## config.mk

```make
export PLATFORM = sky130hd
export DESIGN_NAME = memory_writer
export DESIGN_NICKNAME = d
export VERILOG_FILES = /design/src/rtl/app_pkg.sv /design/src/rtl/memory_writer.sv
export SDC_FILE = /design/constraint.sdc
export NUM_CORES = 1
export LEC_CHECK = 0
export BUFFER_PORTS_ARGS = -buffer_cell sky130_fd_sc_hd__buf_4
export CORE_MARGIN = 5
export CORE_UTILIZATION = 35
export DETAILED_ROUTE_END_ITERATION = 10
export PLACE_DENSITY = 0.59
export SYNTH_ARGS = -nofsm -noshare
export SYNTH_HDL_FRONTEND = slang
export SYNTH_SLANG_ARGS = --single-unit
```

## constraint.sdc

```tcl
create_clock -name clk -period 4.2 [get_ports clk]
set_clock_uncertainty 0.2 [all_clocks]
set_input_delay 0.84 -clock clk [delete_from_list [all_inputs] [get_ports clk]]
set_output_delay 0.84 -clock clk [all_outputs]
set_load 0.1 [all_outputs]
```

## src/rtl/app_pkg.sv

```systemverilog
// Shared types and layout constants for the packet SRAM writer/reader pair.
// Latency: n/a (declarations only).
// Backpressure: n/a (declarations only).
package app_pkg;

  // Writer control states; the reader decodes the same packet layout.
  typedef enum logic [1:0] {
    IDLE        = 2'd0,
    COLLECT     = 2'd1,
    WRITE_COUNT = 2'd2,
    DONE        = 2'd3
  } wr_state_t;

  // Default SRAM address width (256-entry macro).
  localparam int unsigned APP_ADDR_WIDTH = $clog2(256);

  // Largest payload that fits: one word is reserved for the count.
  function automatic int unsigned max_bytes(input int unsigned aw);
    return (32'd1 << aw) - 32'd1;
  endfunction

  localparam int unsigned MAX_BYTES = max_bytes(APP_ADDR_WIDTH);

  // Packet layout: byte count lives at address 0, payload starts at address 1.
  localparam int unsigned COUNT_ADDR   = 0;
  localparam int unsigned PAYLOAD_BASE = 1;

endpackage

```

## src/rtl/memory_writer.sv

```systemverilog
// Streams one packet into a single-port SRAM as {count @0, payload @1..count}; optional MEMORY_WRITER_CHECKSUM_EN adds an XOR checksum output.
// Latency: byte accepted in cycle N -> data strobe N+1; last byte at N -> count strobe N+2, done from N+3.
// Backpressure: ready is high throughout COLLECT (overflow bytes are dropped, not stalled); ready low in IDLE/WRITE_COUNT/DONE.
module memory_writer
  import app_pkg::*;
#(
  parameter int unsigned DATA_WIDTH = 8,
  parameter int unsigned ADDR_WIDTH = $clog2(256)
) (
  input  logic                  clk,
  input  logic                  resetn,
  input  logic                  start,
  input  logic [DATA_WIDTH-1:0] data_in,
  input  logic                  data_valid,
  input  logic                  data_last,
  output logic                  ready,
  output logic                  done,
  output logic                  overflow,
  output logic [DATA_WIDTH-1:0] byte_count,
  output logic                  csb0,
  output logic                  web0,
  output logic [ADDR_WIDTH-1:0] addr0,
  output logic [DATA_WIDTH-1:0] din0
`ifdef MEMORY_WRITER_CHECKSUM_EN
  ,
  output logic [DATA_WIDTH-1:0] checksum
`endif
);

  // Payload capacity for this address width; the package constant covers the default build.
  localparam int unsigned MAX_B = (ADDR_WIDTH == APP_ADDR_WIDTH) ? MAX_BYTES : max_bytes(ADDR_WIDTH);
  localparam logic [DATA_WIDTH-1:0] MAX_COUNT = DATA_WIDTH'(MAX_B);
  localparam logic [ADDR_WIDTH-1:0] COUNT_A   = ADDR_WIDTH'(COUNT_ADDR);
  localparam logic [ADDR_WIDTH-1:0] PTR_INIT  = ADDR_WIDTH'(PAYLOAD_BASE);

  wr_state_t             state;
  wr_state_t             state_nxt;
  logic [ADDR_WIDTH-1:0] ptr;
  logic                  accept;
  logic                  has_room;
  logic                  strobe_nxt;
  logic [ADDR_WIDTH-1:0] addr_nxt;
  logic [DATA_WIDTH-1:0] din_nxt;

  assign accept   = data_valid & ready;
  assign has_room = (byte_count != MAX_COUNT);

  // State register.
  always_ff @(posedge clk) begin
    if (!resetn) begin
      state <= IDLE;
    end else begin
      state <= state_nxt;
    end
  end

  // Next-state logic; start is only looked at in IDLE and DONE.
  always_comb begin
    state_nxt = state;
    unique case (state)
      IDLE:        if (start) state_nxt = COLLECT;
      COLLECT:     if (accept && data_last) state_nxt = WRITE_COUNT;
      WRITE_COUNT: state_nxt = DONE;
      // Leave DONE only once done has been seen high, so done is never skipped.
      DONE:        if (done && !start) state_nxt = IDLE;
      default:     state_nxt = IDLE;
    endcase
  end

  // Output decode: ready plus the next SRAM strobe (registered below).
  always_comb begin
    ready      = 1'b0;
    strobe_nxt = 1'b0;
    addr_nxt   = addr0;
    din_nxt    = din0;
    unique case (state)
      COLLECT: begin
        ready = 1'b1;
        // Dropped overflow bytes produce no strobe.
        if (accept && has_room) begin
          strobe_nxt = 1'b1;
          addr_nxt   = ptr;
          din_nxt    = data_in;
        end
      end
      WRITE_COUNT: begin
        // byte_count already includes the final payload byte here.
        strobe_nxt = 1'b1;
        addr_nxt   = COUNT_A;
        din_nxt    = byte_count;
      end
      default: begin
        ready = 1'b0;
      end
    endcase
  end

  // SRAM port registers; a strobe lasts exactly one cycle.
  always_ff @(posedge clk) begin
    if (!resetn) begin
      csb0  <= 1'b1;
      web0  <= 1'b1;
      addr0 <= '0;
      din0  <= '0;
    end else begin
      csb0  <= ~strobe_nxt;
      web0  <= ~strobe_nxt;
      addr0 <= addr_nxt;
      din0  <= din_nxt;
    end
  end

  // Packet bookkeeping: write pointer, saturating byte count, sticky overflow.
  always_ff @(posedge clk) begin
    if (!resetn) begin
      ptr        <= PTR_INIT;
      byte_count <= '0;
      overflow   <= 1'b0;
    end else if (state == IDLE && start) begin
      ptr        <= PTR_INIT;
      byte_count <= '0;
      overflow   <= 1'b0;
    end else if (accept) begin
      if (has_room) begin
        ptr        <= ptr + 1'b1;
        byte_count <= byte_count + 1'b1;
      end else begin
        overflow   <= 1'b1;
      end
    end
  end

  // done rises one cycle after entering DONE and drops as the FSM returns to IDLE.
  always_ff @(posedge clk) begin
    if (!resetn) begin
      done <= 1'b0;
    end else begin
      done <= (state == DONE) && (state_nxt == DONE);
    end
  end

`ifdef MEMORY_WRITER_CHECKSUM_EN
  // XOR of every byte actually written to the SRAM; frozen outside COLLECT.
  always_ff @(posedge clk) begin
    if (!resetn) begin
      checksum <= '0;
    end else if (state == IDLE && start) begin
      checksum <= '0;
    end else if (accept && has_room) begin
      checksum <= checksum ^ data_in;
    end
  end
`endif

endmodule
```

After elaboration in Yosys (flattened, before gate mapping)
Index checks and enable logic that the tools add are counted.
{ "word_totals": {"wordCells": 43, "latch_bits": 0, "inputBits": 13, "rom_bits": 0, "ram_bits": 0, "register_bits": 37, "out_inout_bits": 29, "memories": 0} }
{ "op_classes": {"reduce_logical": 12, "multipliers": 0, "div": 0, "n_lt_le_gt_ge": 0, "bitwise_logic": 4, "eq_ne": 6, "n_addsub": 2, "n_mux": 11, "n_shift": 0} }
{ "op_table": {"columns": ["op", "n"], "rows": [
  ["$pmux W8 S2", 2],
  ["$add A8 B1 Y8 const B", 2],
  ["$mux W8", 2],
  ["$ne A8 B8 Y1 const B", 1],
  ["$pmux W2 S4", 1],
  ["$eq A2 B2 Y1 const B", 3],
  ["$mux W2", 3],
  ["$reduce_and A2 Y1", 3],
  ["$logic_and A1 B1 Y1", 5],
  ["$not A1 Y1", 3],
  ["$eq A2 B1 Y1 const B", 1],
  ["$logic_not A2 Y1", 1],
  ["$mux W1", 2],
  ["$ne A2 B2 Y1 const B", 1],
  ["$pmux W1 S2", 1],
  ["$reduce_bool A2 Y1", 1],
  ["$reduce_or A2 Y1", 1],
  ["$and A1 B1 Y1", 1],
  ["$logic_not A1 Y1", 1]
]} }

Longest topological paths before layout
Gate-level depths: netlist (run 1).
{ "logic_depth": {"depth_word": 8, "ltp_mapped": 9, "ltp_nobuf": 6} }

Worst setup path after synthesis (run 1)
OpenSTA, ideal clock, no wires.
{ "synth_timing": {"path_type": "flip-flop to flip-flop", "startpoint": "reg byte_count[0]", "endpoint": "reg din0[0]", "n_path_buf": 2, "stages_incl_launch_ff": 8, "t_required_ps": 3883, "arrival_time_ps": 2435, "period_less_slack_ps": 2752, "setup_time_ps": 117, "slack_ps": 1448, "path_cell_list": "dfxtp_1 -> ha_1 -> nand3_4 -> o21a_4 -> or2_1 -> buf_6 -> buf_6 -> o211a_1"} }
{ "synth_between": {"elab_chain_len": 4, "elab_cells_between_ends": 5, "classes_between": "eq/ne (2); mux (1); reduce/logical (2)"} }
{ "synth_lines": {"columns": ["element", "line", "source"], "rows": [
  ["start, declared", "memory_writer.sv:19", "output logic [DATA_WIDTH-1:0] byte_count,"],
  ["start signal, assigned", "memory_writer.sv:126", "byte_count <= byte_count + 1'b1;"],
  ["$ne A8 B8 Y1", "memory_writer.sv:46", "assign has_room = (byte_count != MAX_COUNT);"],
  ["$logic_and A1 B1 Y1", "memory_writer.sv:80", "if (accept && has_room) begin"],
  ["$ne A2 B2 Y1 (no line)", null, null],
  ["$reduce_and A2 Y1 (no line)", null, null],
  ["end signal, assigned", "memory_writer.sv:109", "din0 <= din_nxt;"],
  ["end, declared", "memory_writer.sv:23", "output logic [DATA_WIDTH-1:0] din0"]
]} }
Several ways; a longest one is shown, not always the timed one.
A chain may end at the register's enable or synchronous reset.

Final worst setup path (run 1)
{ "layout_timing": {"startpoint": "reg state[0]", "endpoint": "reg addr0[0]"} }
{ "layout_between": {"elab_chain_len": 6, "elab_cells_between_ends": 9, "classes_between": "eq/ne (3); mux (2); bitwise (1); reduce/logical (3)"} }
{ "layout_lines": {"columns": ["element", "line", "source"], "rows": [
  ["start, declared", "memory_writer.sv:36", "wr_state_t state;"],
  ["start signal, assigned", "memory_writer.sv:53", "state <= state_nxt;"],
  ["$eq A2 B1 Y1", "memory_writer.sv:76", "unique case (state)"],
  ["$mux W1", "memory_writer.sv:76", null],
  ["$and A1 B1 Y1", "memory_writer.sv:45", "assign accept = data_valid & ready;"],
  ["$logic_and A1 B1 Y1", "memory_writer.sv:80", null],
  ["$ne A2 B2 Y1 (no line)", null, null],
  ["$reduce_and A2 Y1 (no line)", null, null],
  ["end signal, assigned", "memory_writer.sv:108", "addr0 <= addr_nxt;"],
  ["end, declared", "memory_writer.sv:22", "output logic [ADDR_WIDTH-1:0] addr0,"]
]} }
Several ways; a longest one is shown, not always the timed one.

==> results of run 1 <==
==> layer usage <==
metal / part of all wire / up-vias
li1: - / 769
met1: 0.49 / 660
met2: 0.44 / 43
met3: 0.065 / 4
met4: 0.0068 / 0
met5: 0 / -
==> through the flow <==
| stage | area, um2 | std cells |
|---|---|---|
| after global routing | 2150 | 298 |
| after floorplan | 1740 | 195 |
| after CTS | 2150 | 298 |
| after global placement | 2070 | 291 |
| final | 2150 | 298 |
| after detailed placement | 2070 | 291 |
==> path summary, 6_finish.rpt <==
path	startpoint	cells after the start	endpoint
worst max-delay path	state[0]$_SDFF_PN0_	5	addr0[0]$_SDFFE_PN0P_
worst min register to register	addr0[6]$_SDFFE_PN0P_	2	addr0[6]$_SDFFE_PN0P_
worst min-delay path	addr0[6]$_SDFFE_PN0P_	2	addr0[6]$_SDFFE_PN0P_
worst max register to register	state[0]$_SDFF_PN0_	5	addr0[0]$_SDFFE_PN0P_
==> cells in the mapped netlist, types with 2 or more instances <==
library cell,number
and2_1,3
dfxtp_1,37
mux2i_1,8
o22ai_1,9
buf_2,3
o31ai_1,2
nand2b_1,2
o211ai_1,8
buf_6,2
o211a_1,8
ha_1,7
and3_1,4
xor2_1,5
inv_1,3
clkbuf_1,5
or4_1,4
xnor2_1,2
a21oi_1,10
or3_1,2
o21ai_0,14
nand2_1,34
nor2_1,10
==> layout make-up <==
type | count | area [um2]
clock buffer | 7 | 86.3
fill | 506 | 2630
inverter | 3 | 11.3
multi-input combinational | 143 | 922
sequential | 37 | 741
tap | 67 | 83.8
timing repair buffer | 41 | 308
==> flip-flops by register name, summed over array words and instances (netlist names) <==
register	flops
overflow	1
addr0	8
state	2
din0	8
done	1
byte_count	8
ptr	8
web0	1
==> cells by family after synthesis <==
family	share of synthesized area
adder cells (fa/ha/maj)	0.0503
multiplexers	0.0524
XOR/XNOR	0.0352
buffers and inverters	0.0453
AND/OR/NAND/NOR	0.183
flip-flops	0.425
AO/OA/AOI/OAI	0.208
==> tightest hold or removal path: cells and delay by family, from the launching register on <==
kind             cells  cell delay [ns]
flip-flops           1             0.31
AO/OA/AOI/OAI        1             0.06
AND/OR/NAND/NOR      1             0.05
==> power by group <==
group	internal (W)	switching [W]	total [W]
registers	0.000362	0.00000774	0.000369
logic	0.0000396	0.000112	0.000151
clock network	0.000130	0.000116	0.000246
total	0.000531	0.000235	0.000767
==> reports/metrics.csv, run 1 <==
stage;metric;value;unit
pwr;pwr dens;356;nW/um2
die;Die Ht;80.5;um
clock_tree;TritonCTS clock tree;done;
die;number of placement rows;25;
layout;diode count;0;
sta;setup_tns;0;ns
clock_tree;clock transition at the registers of the reported paths;0.07;ns
yosys;number of flops mapped to enable cells by yosys;0;
run_status;status;completed;
setup_path;Crit path max-delay family;simple AND/OR/NAND/NOR gates;
die;I/O pin cnt;42;
die;Core Area;4790;um2
yosys;Post-Syn Instances;195;
clock_tree;clk_lat worst skew;0.29;ns
global_routing;met3 Track Usage GR;0.0437;
placed_design;pre-CTS setup slack;1.72;ns
global_routing;Remaining Overflow, GRT;0;
setup_path;CP max stage cell;ha_1;
yosys;dominant synthesized flop cell;dfxtp_1;
setup_path;CP Max Fanout;16;
route;vias per inst;4.95;
placed_design;# port buffers;41;
die;Die Wd;80.5;um
layout;Layout area overhead;23.6;%
sta;number of hold violations in the final report;0;
yosys;yosys warns;0;
layout;most frequent cells in the layout;buf_4, dfxtp_1, nand2_1;
setup_path;CP peak stage delay;0.58;ns
setup_path;CP startpoint kind;flip-flop;
layout;Final Util;0.450;
die;DIE AREA;6490;um2
sta;Tmin final;2.47;ns
sta;Final Cycle Share;0.589;
setup_path;setup slack, reg-to-reg;1.73;ns
setup_path;CP endpoint kind;flip-flop;
yosys;Mapped Avg Cell Area;8.93;um2
run;max cap viols;0;
yosys;synthesized cell area;1740;um2
clock_tree;CTS Hold Buffers Added;0;
route;Vias;1476;
sta;Slew Viols, Final;0;
global_routing;first-pass GRT wire length;6.86;mm
hold_path;min-delay worst type;flip-flop to flip-flop;
layout;Final nets;251;
sta;Fin Hold WS;0.270;ns
sta;Finish-stage setup viols;0;
clock_tree;CTS sink cnt;37;
clock_tree;# Post-CTS Setup Buffers;0;
layout;most common cell after layout, fill and taps aside;buf_4;
global_routing;vias in the first global route;1458;
setup_path;Buf+Inv Stages, Crit Path;1;
setup_path;CP Cell Sequence;inv_1 -> ha_1 -> nor2b_1 -> or2_1 -> o22ai_1;
yosys;Synth area leader;dfxtp_1;
pwr;LEAKAGE;0.896;nW
placed_design;HPWL after detailed placement;2.93;mm
route;DRC viols;0;
sta;Setup WS post-layout;1.73;ns
clock_tree;clock buffer count from CTS;5;
pwr;Tot Pwr;0.000767;W
sta;maximum clock frequency;404;MHz
global_routing;GR Util All Layers;0.136;
yosys;share of the synthesized area in the top cell type;0.425;
global_routing;met1 Usage GRT;0.187;
sta;slew margin rel.;0.575;
setup_path;worst setup path category;flip-flop to flip-flop;
setup_path;Arrival @ worst endpoint;2.42;ns
clock_tree;CTS Buffer Depth;2;
yosys;asr flop ratio synth;0;
clock_tree;Resize count post-CTS;0;
yosys;Syn Nets;215;
route;drt first-iter violations;74;
route;Total Wirelength;3.98;mm
die;Starting Density;0.364;
sta;Worst Max-Slew Pin Slew;0.638;ns
yosys;Cell variety after synth;35;
yosys;number of synthesized register bits;37;
yosys;synth top area cells;dfxtp_1, nand2_1, ha_1, mux2i_1, o211a_1;
yosys;register area share after synthesis;0.425;
clock_tree;Root Driver;clkbuf_8;
route;Detail Route Antenna Nets;0;
sta;RSZ-0062 raised after global routing;false;
clock_tree;htree depth;2;
route;Pre-antenna DRT Iters;4;
layout;share of cells above drive strength 1;0.216;
pwr;VDD IR max;0.205;mV
placed_design;Placer Congestion;0.802;
route;WL/cell;13.3;um
global_routing;initial antenna violation count;0;
global_routing;GRT met2 Usage;0.200;
global_routing;largest net degree at the start of global routing;30;
global_routing;busiest grt layer;met2;
setup_path;CP required;4.14;ns
Note: power is estimated with default switching activity, not from simulation.
==> run 2: changes to the inputs <==
--- a/config.mk
+++ b/config.mk
@@ -9,7 +9,7 @@
 export CORE_MARGIN = 5
 export CORE_UTILIZATION = 35
 export DETAILED_ROUTE_END_ITERATION = 10
-export PLACE_DENSITY = 0.59
+export PLACE_DENSITY = 0.61
 export SYNTH_ARGS = -nofsm -noshare
 export SYNTH_HDL_FRONTEND = slang
 export SYNTH_SLANG_ARGS = --single-unit
==> constraint.sdc (replaced) <==
create_clock -name clk -period 2.2 [get_ports clk]
set_clock_uncertainty 0.2 [all_clocks]
set_input_delay 0.44 -clock clk [delete_from_list [all_inputs] [get_ports clk]]
set_output_delay 0.44 -clock clk [all_outputs]
set_load 0.1 [all_outputs]
==> reports/metrics.csv, run 2 (synthesized netlist as in run 1, its figures left out) <==
stage;metric;value;unit;change
run_status;status;completed;;unchanged
global_routing;GR Util All Layers;0.145;;was 0.136
route;vias per inst;4.99;;was 4.95
die;I/O pin cnt;42;;unchanged
clock_tree;CTS Buffer Depth;2;;unchanged
clock_tree;clk_lat worst skew;0.29;ns;about the same
pwr;LEAKAGE;0.926;nW;was 0.896 nW
global_routing;Remaining Overflow, GRT;0;;unchanged
sta;Setup WS post-layout;0.135;ns;was 1.73 ns
pwr;Tot Pwr;0.00146;W;was 0.000767 W
setup_path;worst setup path category;flip-flop to flip-flop;;unchanged
setup_path;setup slack, reg-to-reg;0.13;ns;was 1.73 ns
clock_tree;TritonCTS clock tree;done;;unchanged
layout;Layout area overhead;27.4;%;was 23.6%
setup_path;CP Max Fanout;16;;unchanged
die;DIE AREA;6490;um2;unchanged
global_routing;met1 Usage GRT;0.191;;was 0.187
run;max cap viols;0;;unchanged
pwr;pwr dens;656;nW/um2;was 356 nW/um2
global_routing;initial antenna violation count;0;;unchanged
global_routing;busiest grt layer;met2;;unchanged
placed_design;Placer Congestion;0.860;;was 0.802
layout;Seq. cell area;756;um2;was 741 um2
layout;most common cell after layout, fill and taps aside;buf_4;;unchanged
clock_tree;clock buffer count from CTS;5;;unchanged
sta;number of hold violations in the final report;0;;unchanged
global_routing;vias in the first global route;1558;;was 1458
global_routing;met3 Track Usage GR;0.0370;;was 0.0437
clock_tree;clock transition at the registers of the reported paths;0.07;ns;about the same
global_routing;largest net degree at the start of global routing;29;;was 30
sta;Tmin final;2.07;ns;was 2.47 ns
pwr;Switching Share;0.315;;was 0.307
sta;RSZ-0062 raised after global routing;false;;unchanged
setup_path;Reg2Reg Depth;6;;was 5
sta;setup_tns;0;ns;unchanged
clock_tree;# Post-CTS Setup Buffers;0;;unchanged
sta;Worst Max-Slew Pin Slew;0.464;ns;was 0.638 ns
setup_path;CP Capture Point;din0[6]$_SDFFE_PN0P_;;was addr0[0]$_SDFFE_PN0P_
setup_path;reg2reg end;din0[6]$_SDFFE_PN0P_;;was addr0[0]$_SDFFE_PN0P_
layout;diode count;0;;unchanged
pwr;internal power;0.000998;W;was 0.000531 W
placed_design;pre-CTS setup slack;0.0779;ns;was 1.72 ns
clock_tree;CTS sink cnt;37;;unchanged
route;Pre-antenna DRT Iters;4;;unchanged
route;Total Wirelength;4.21;mm;was 3.98 mm
pwr;sw power;0.000458;W;was 0.000235 W
clock_tree;CTS Hold Buffers Added;0;;unchanged
route;Vias;1522;;was 1476
setup_path;Arrival @ worst endpoint;2.04;ns;was 2.42 ns
die;Die Wd;80.5;um;unchanged
placed_design;HPWL after detailed placement;3.06;mm;was 2.93 mm
setup_path;r2r startpoint;state[1]$_SDFF_PN0_;;was state[0]$_SDFF_PN0_
route;Detail Route Antenna Nets;0;;unchanged
sta;slew margin rel.;0.690;;was 0.575
placed_design;# port buffers;41;;unchanged
pwr;Clock power frac;0.311;;was 0.321
clock_tree;Resize count post-CTS;0;;unchanged
pwr;VDD IR max;0.331;mV;was 0.205 mV
global_routing;GRT met2 Usage;0.228;;was 0.200
route;drt first-iter violations;64;;was 74
pwr;sequential fraction of design power;0.483;;was 0.482
layout;Final nets;257;;was 251
sta;maximum clock frequency;484;MHz;was 404 MHz
clock_tree;Root Driver;clkbuf_8;;unchanged
setup_path;CP Launch Point;state[1]$_SDFF_PN0_;;was state[0]$_SDFF_PN0_
die;Die Ht;80.5;um;unchanged
setup_path;CP required;2.17;ns;was 4.14 ns
layout;multi-input logic area;935;um2;was 922 um2
route;DRC viols;0;;unchanged
pwr;Comb pwr share;0.206;;was 0.197
setup_path;CP endpoint kind;flip-flop;;unchanged
layout;share of cells above drive strength 1;0.273;;was 0.216
clock_tree;htree depth;2;;unchanged
global_routing;first-pass GRT wire length;7.35;mm;was 6.86 mm
die;Core Area;4790;um2;unchanged
layout;most frequent cells in the layout;buf_4, nand2_1, dfxtp_1;;was buf_4, dfxtp_1, nand2_1
sta;Final Cycle Share;0.939;;was 0.589
route;WL/cell;13.8;um;was 13.3 um
sta;Finish-stage setup viols;0;;unchanged
sta;Slew Viols, Final;0;;unchanged
die;Starting Density;0.364;;unchanged
layout;Fill cells;483;;was 506
hold_path;min-delay worst type;flip-flop to flip-flop;;unchanged
die;number of placement rows;25;;unchanged
setup_path;CP startpoint kind;flip-flop;;unchanged
run 2: cell count changes in the layout (fill, tap and decap cells not counted), sizes merged:
cell    before  now
clkbuf       7    8
buf         41   47
run 2: worst max-delay path, stage by stage, from the launching register on:
cell and delay, ns:
dfxtp_1 0.38, inv_1 0.12, ha_4 0.19, and2_1 0.22, o21a_4 0.15, or2_2 0.44
o211a_1 0.26
run 2: worst min-delay path by stage:
| stage | startpoint | to | cells past startpoint |
|---|---|---|---|
| after floorplan | ptr[7]$_SDFFE_PP0P_ | ptr[7]$_SDFFE_PP0P_ | 2 |
| after global placement | addr0[5]$_SDFFE_PN0P_ | addr0[5]$_SDFFE_PN0P_ | 2 |
| after detailed placement | addr0[5]$_SDFFE_PN0P_ | addr0[5]$_SDFFE_PN0P_ | 2 |
| after CTS | addr0[5]$_SDFFE_PN0P_ | addr0[5]$_SDFFE_PN0P_ | 2 |
| after global routing | data_valid | byte_count[2]$_SDFFE_PP0P_ | 3 |
| final | addr0[3]$_SDFFE_PN0P_ | addr0[3]$_SDFFE_PN0P_ | 2 |
run 2: final cells by class:
cell class              count  area share
well taps                  67      0.0378
repair buffers             47       0.159
flip-flops and latches     37       0.341
multi-input cells         143       0.421
inverters                   3     0.00508
clock buffers               8      0.0361
run 2: power groups by stage:
stage	Combinational [W]	Clock (W)	Sequential, W
final	0.000300	0.000453	0.000704
after global routing	0.000321	0.000495	0.000706
after CTS	0.000302	0.000466	0.000704
after detailed placement	0.000301	0	0.000719
after global placement	0.000301	0	0.000719
after floorplan	0.000122	0	0.000830
run 2: metal layers:
metal	vias to the layer above	part of all wire
met4	0	0.0088
met1	699	0.50
met5	-	0
met2	38	0.45
li1	781	-
met3	4	0.046
run 2: metrics by stage:
step                      utilization  hold slack, ns  cells  cell area [um2]
after global placement          0.447           0.258    297             2140
after global routing            0.464           0.287    305             2220
after CTS                       0.464           0.274    305             2220
after floorplan                     -           0.252    195             1770
after detailed placement        0.447           0.260    297             2140
final                           0.464           0.270    305             2220
==> run 3: changes to the inputs <==
--- a/config.mk
+++ b/config.mk
@@ -6,10 +6,11 @@
 export NUM_CORES = 1
 export LEC_CHECK = 0
 export BUFFER_PORTS_ARGS = -buffer_cell sky130_fd_sc_hd__buf_4
+export CORE_ASPECT_RATIO = 1.75
 export CORE_MARGIN = 5
-export CORE_UTILIZATION = 35
+export CORE_UTILIZATION = 45
 export DETAILED_ROUTE_END_ITERATION = 10
-export PLACE_DENSITY = 0.61
+export PLACE_DENSITY = 0.75
 export SYNTH_ARGS = -nofsm -noshare
 export SYNTH_HDL_FRONTEND = slang
 export SYNTH_SLANG_ARGS = --single-unit
==> reports/metrics.csv, run 3 (synthesized netlist as in run 1, its figures left out) <==
stage;metric;value;unit;change
run;max cap viols;0;;unchanged
layout;most common cell after layout, fill and taps aside;buf_4;;unchanged
sta;setup_tns;0;ns;unchanged
sta;RSZ-0062 raised after global routing;false;;unchanged
sta;number of hold violations in the final report;0;;unchanged
setup_path;worst setup path category;flip-flop to flip-flop;;unchanged
route;Vias;1572;;was 1522
clock_tree;clock buffer count from CTS;5;;unchanged
sta;Finish-stage setup viols;0;;unchanged
route;drt first-iter violations;33;;was 64
setup_path;CP endpoint kind;flip-flop;;unchanged
global_routing;GR Util All Layers;0.167;;was 0.145
clock_tree;CTS Hold Buffers Added;0;;unchanged
layout;share of cells above drive strength 1;0.282;;was 0.273
route;Pre-antenna DRT Iters;4;;unchanged
setup_path;Arrival @ worst endpoint;2.06;ns;was 2.04 ns
clock_tree;CTS Buffer Depth;2;;unchanged
placed_design;Placer Congestion;0.807;;was 0.860
clock_tree;TritonCTS clock tree;done;;unchanged
clock_tree;htree depth;2;;unchanged
clock_tree;clock transition at the registers of the reported paths;0.07;ns;about the same
clock_tree;# Post-CTS Setup Buffers;0;;unchanged
die;DIE AREA;5260;um2;was 6490 um2
sta;Worst Max-Slew Pin Slew;0.493;ns;was 0.464 ns
setup_path;CP Max Fanout;16;;unchanged
sta;Fin Hold WS;0.264;ns;was 0.270 ns
placed_design;# port buffers;41;;unchanged
sta;Slew Viols, Final;0;;unchanged
setup_path;CP startpoint kind;flip-flop;;unchanged
clock_tree;clk_lat worst skew;0.29;ns;about the same
run_status;status;completed;;unchanged
sta;Final Cycle Share;0.943;;was 0.939
die;number of placement rows;30;;was 25
layout;Layout area overhead;26.1;%;was 27.4%
placed_design;HPWL after detailed placement;3.15;mm;was 3.06 mm
global_routing;Remaining Overflow, GRT;0;;unchanged
hold_path;min-delay worst type;input port to flip-flop;;was flip-flop to flip-flop
sta;maximum clock frequency;482;MHz;was 484 MHz
clock_tree;Root Driver;clkbuf_8;;unchanged
die;Die Wd;57.0;um;was 80.5 um
global_routing;initial antenna violation count;0;;unchanged
route;DRC viols;0;;unchanged
global_routing;first-pass GRT wire length;7.07;mm;was 7.35 mm
setup_path;CP required;2.18;ns;was 2.17 ns
pwr;LEAKAGE;0.931;nW;was 0.926 nW
sta;slew margin rel.;0.671;;was 0.690
pwr;pwr dens;662;nW/um2;was 656 nW/um2
global_routing;largest net degree at the start of global routing;20;;was 29
layout;Final Util;0.574;;was 0.464
pwr;VDD IR max;0.386;mV;was 0.331 mV
die;Core Area;3830;um2;was 4790 um2
route;WL/cell;14.7;um;was 13.8 um
clock_tree;CTS sink cnt;37;;unchanged
die;Starting Density;0.455;;was 0.364
layout;most frequent cells in the layout;buf_4, nand2_1, dfxtp_1;;unchanged
route;Total Wirelength;4.19;mm;was 4.21 mm
layout;Final nets;257;;unchanged
route;Detail Route Antenna Nets;0;;unchanged
sta;Tmin final;2.08;ns;was 2.07 ns
layout;diode count;0;;unchanged
route;vias per inst;5.50;;was 4.99
global_routing;vias in the first global route;1551;;was 1558
die;I/O pin cnt;42;;unchanged
die;Die Ht;92.3;um;was 80.5 um
[run 3: changes by cell type in the layout (fill, tap and decap cells not counted)]
cell      previous run  this run
clkinv_2             0         2
clkbuf_1             3         1
[run 3: stage by stage]
stage / total power (W) / instance area, um2 / worst slack (ns) / instances
finish: 0.00145 / 2200 / 0.125 / 286
global route: 0.00151 / 2200 / 0.0229 / 286
CTS: 0.00147 / 2200 / 0.0796 / 286
detailed placement: 0.00102 / 2110 / 0.0903 / 278
global placement: 0.00102 / 2110 / 0.121 / 278
floorplan: 0.000952 / 1770 / 0.0163 / 195
[run 3: path summary, 6_finish.rpt]
path                         startpoint                     to  slack, ns  cells after the start
hold reg to reg   addr0[5]$_SDFFE_PN0P_  addr0[5]$_SDFFE_PN0P_       0.27                      2
hold / removal                   resetn   din0[1]$_SDFFE_PN0P_       0.26                      2
setup reg to reg    state[1]$_SDFF_PN0_   din0[7]$_SDFFE_PN0P_       0.12                      6
setup / recovery    state[1]$_SDFF_PN0_   din0[7]$_SDFFE_PN0P_       0.12                      6
[run 3: area by class of cell]
class / count / area [um2]
inverter: 3 / 11.3
multi-input combinational: 143 / 935
clock inverter: 2 / 10.0
sequential: 37 / 756
fill: 388 / 1630
timing repair buffer: 47 / 353
tap: 48 / 60.1
clock buffer: 6 / 72.6
[run 3: timing repair]
item / 4_1_cts / 5_1_grt
endpoints found under the hold margin: 0 / 0
setup endpoints to repair: 0 / 16
gates resized for setup: 0 / 1
[run 3: per-layer routing]
metal,GRT usage,share of wire
met3,0.0321,0.068
met4,0.0658,0.018
met2,0.307,0.55
met1,0.183,0.37
met5,0,0
[run 3: power by group]
group / internal (W) / total [W] / switching [W]
sequential: 0.000688 / 0.000705 / 0.0000168
combinational: 0.0000848 / 0.000299 / 0.000215
clock: 0.000219 / 0.000449 / 0.000230
total: 0.000992 / 0.00145 / 0.000461
[run 3: worst max-delay path: stages (launching register included)]
cell and delay [ns]:
dfxtp_1 0.38, inv_1 0.11, ha_4 0.19, and2_1 0.22, o21a_4 0.17, or2_2 0.44, o211a_1 0.25
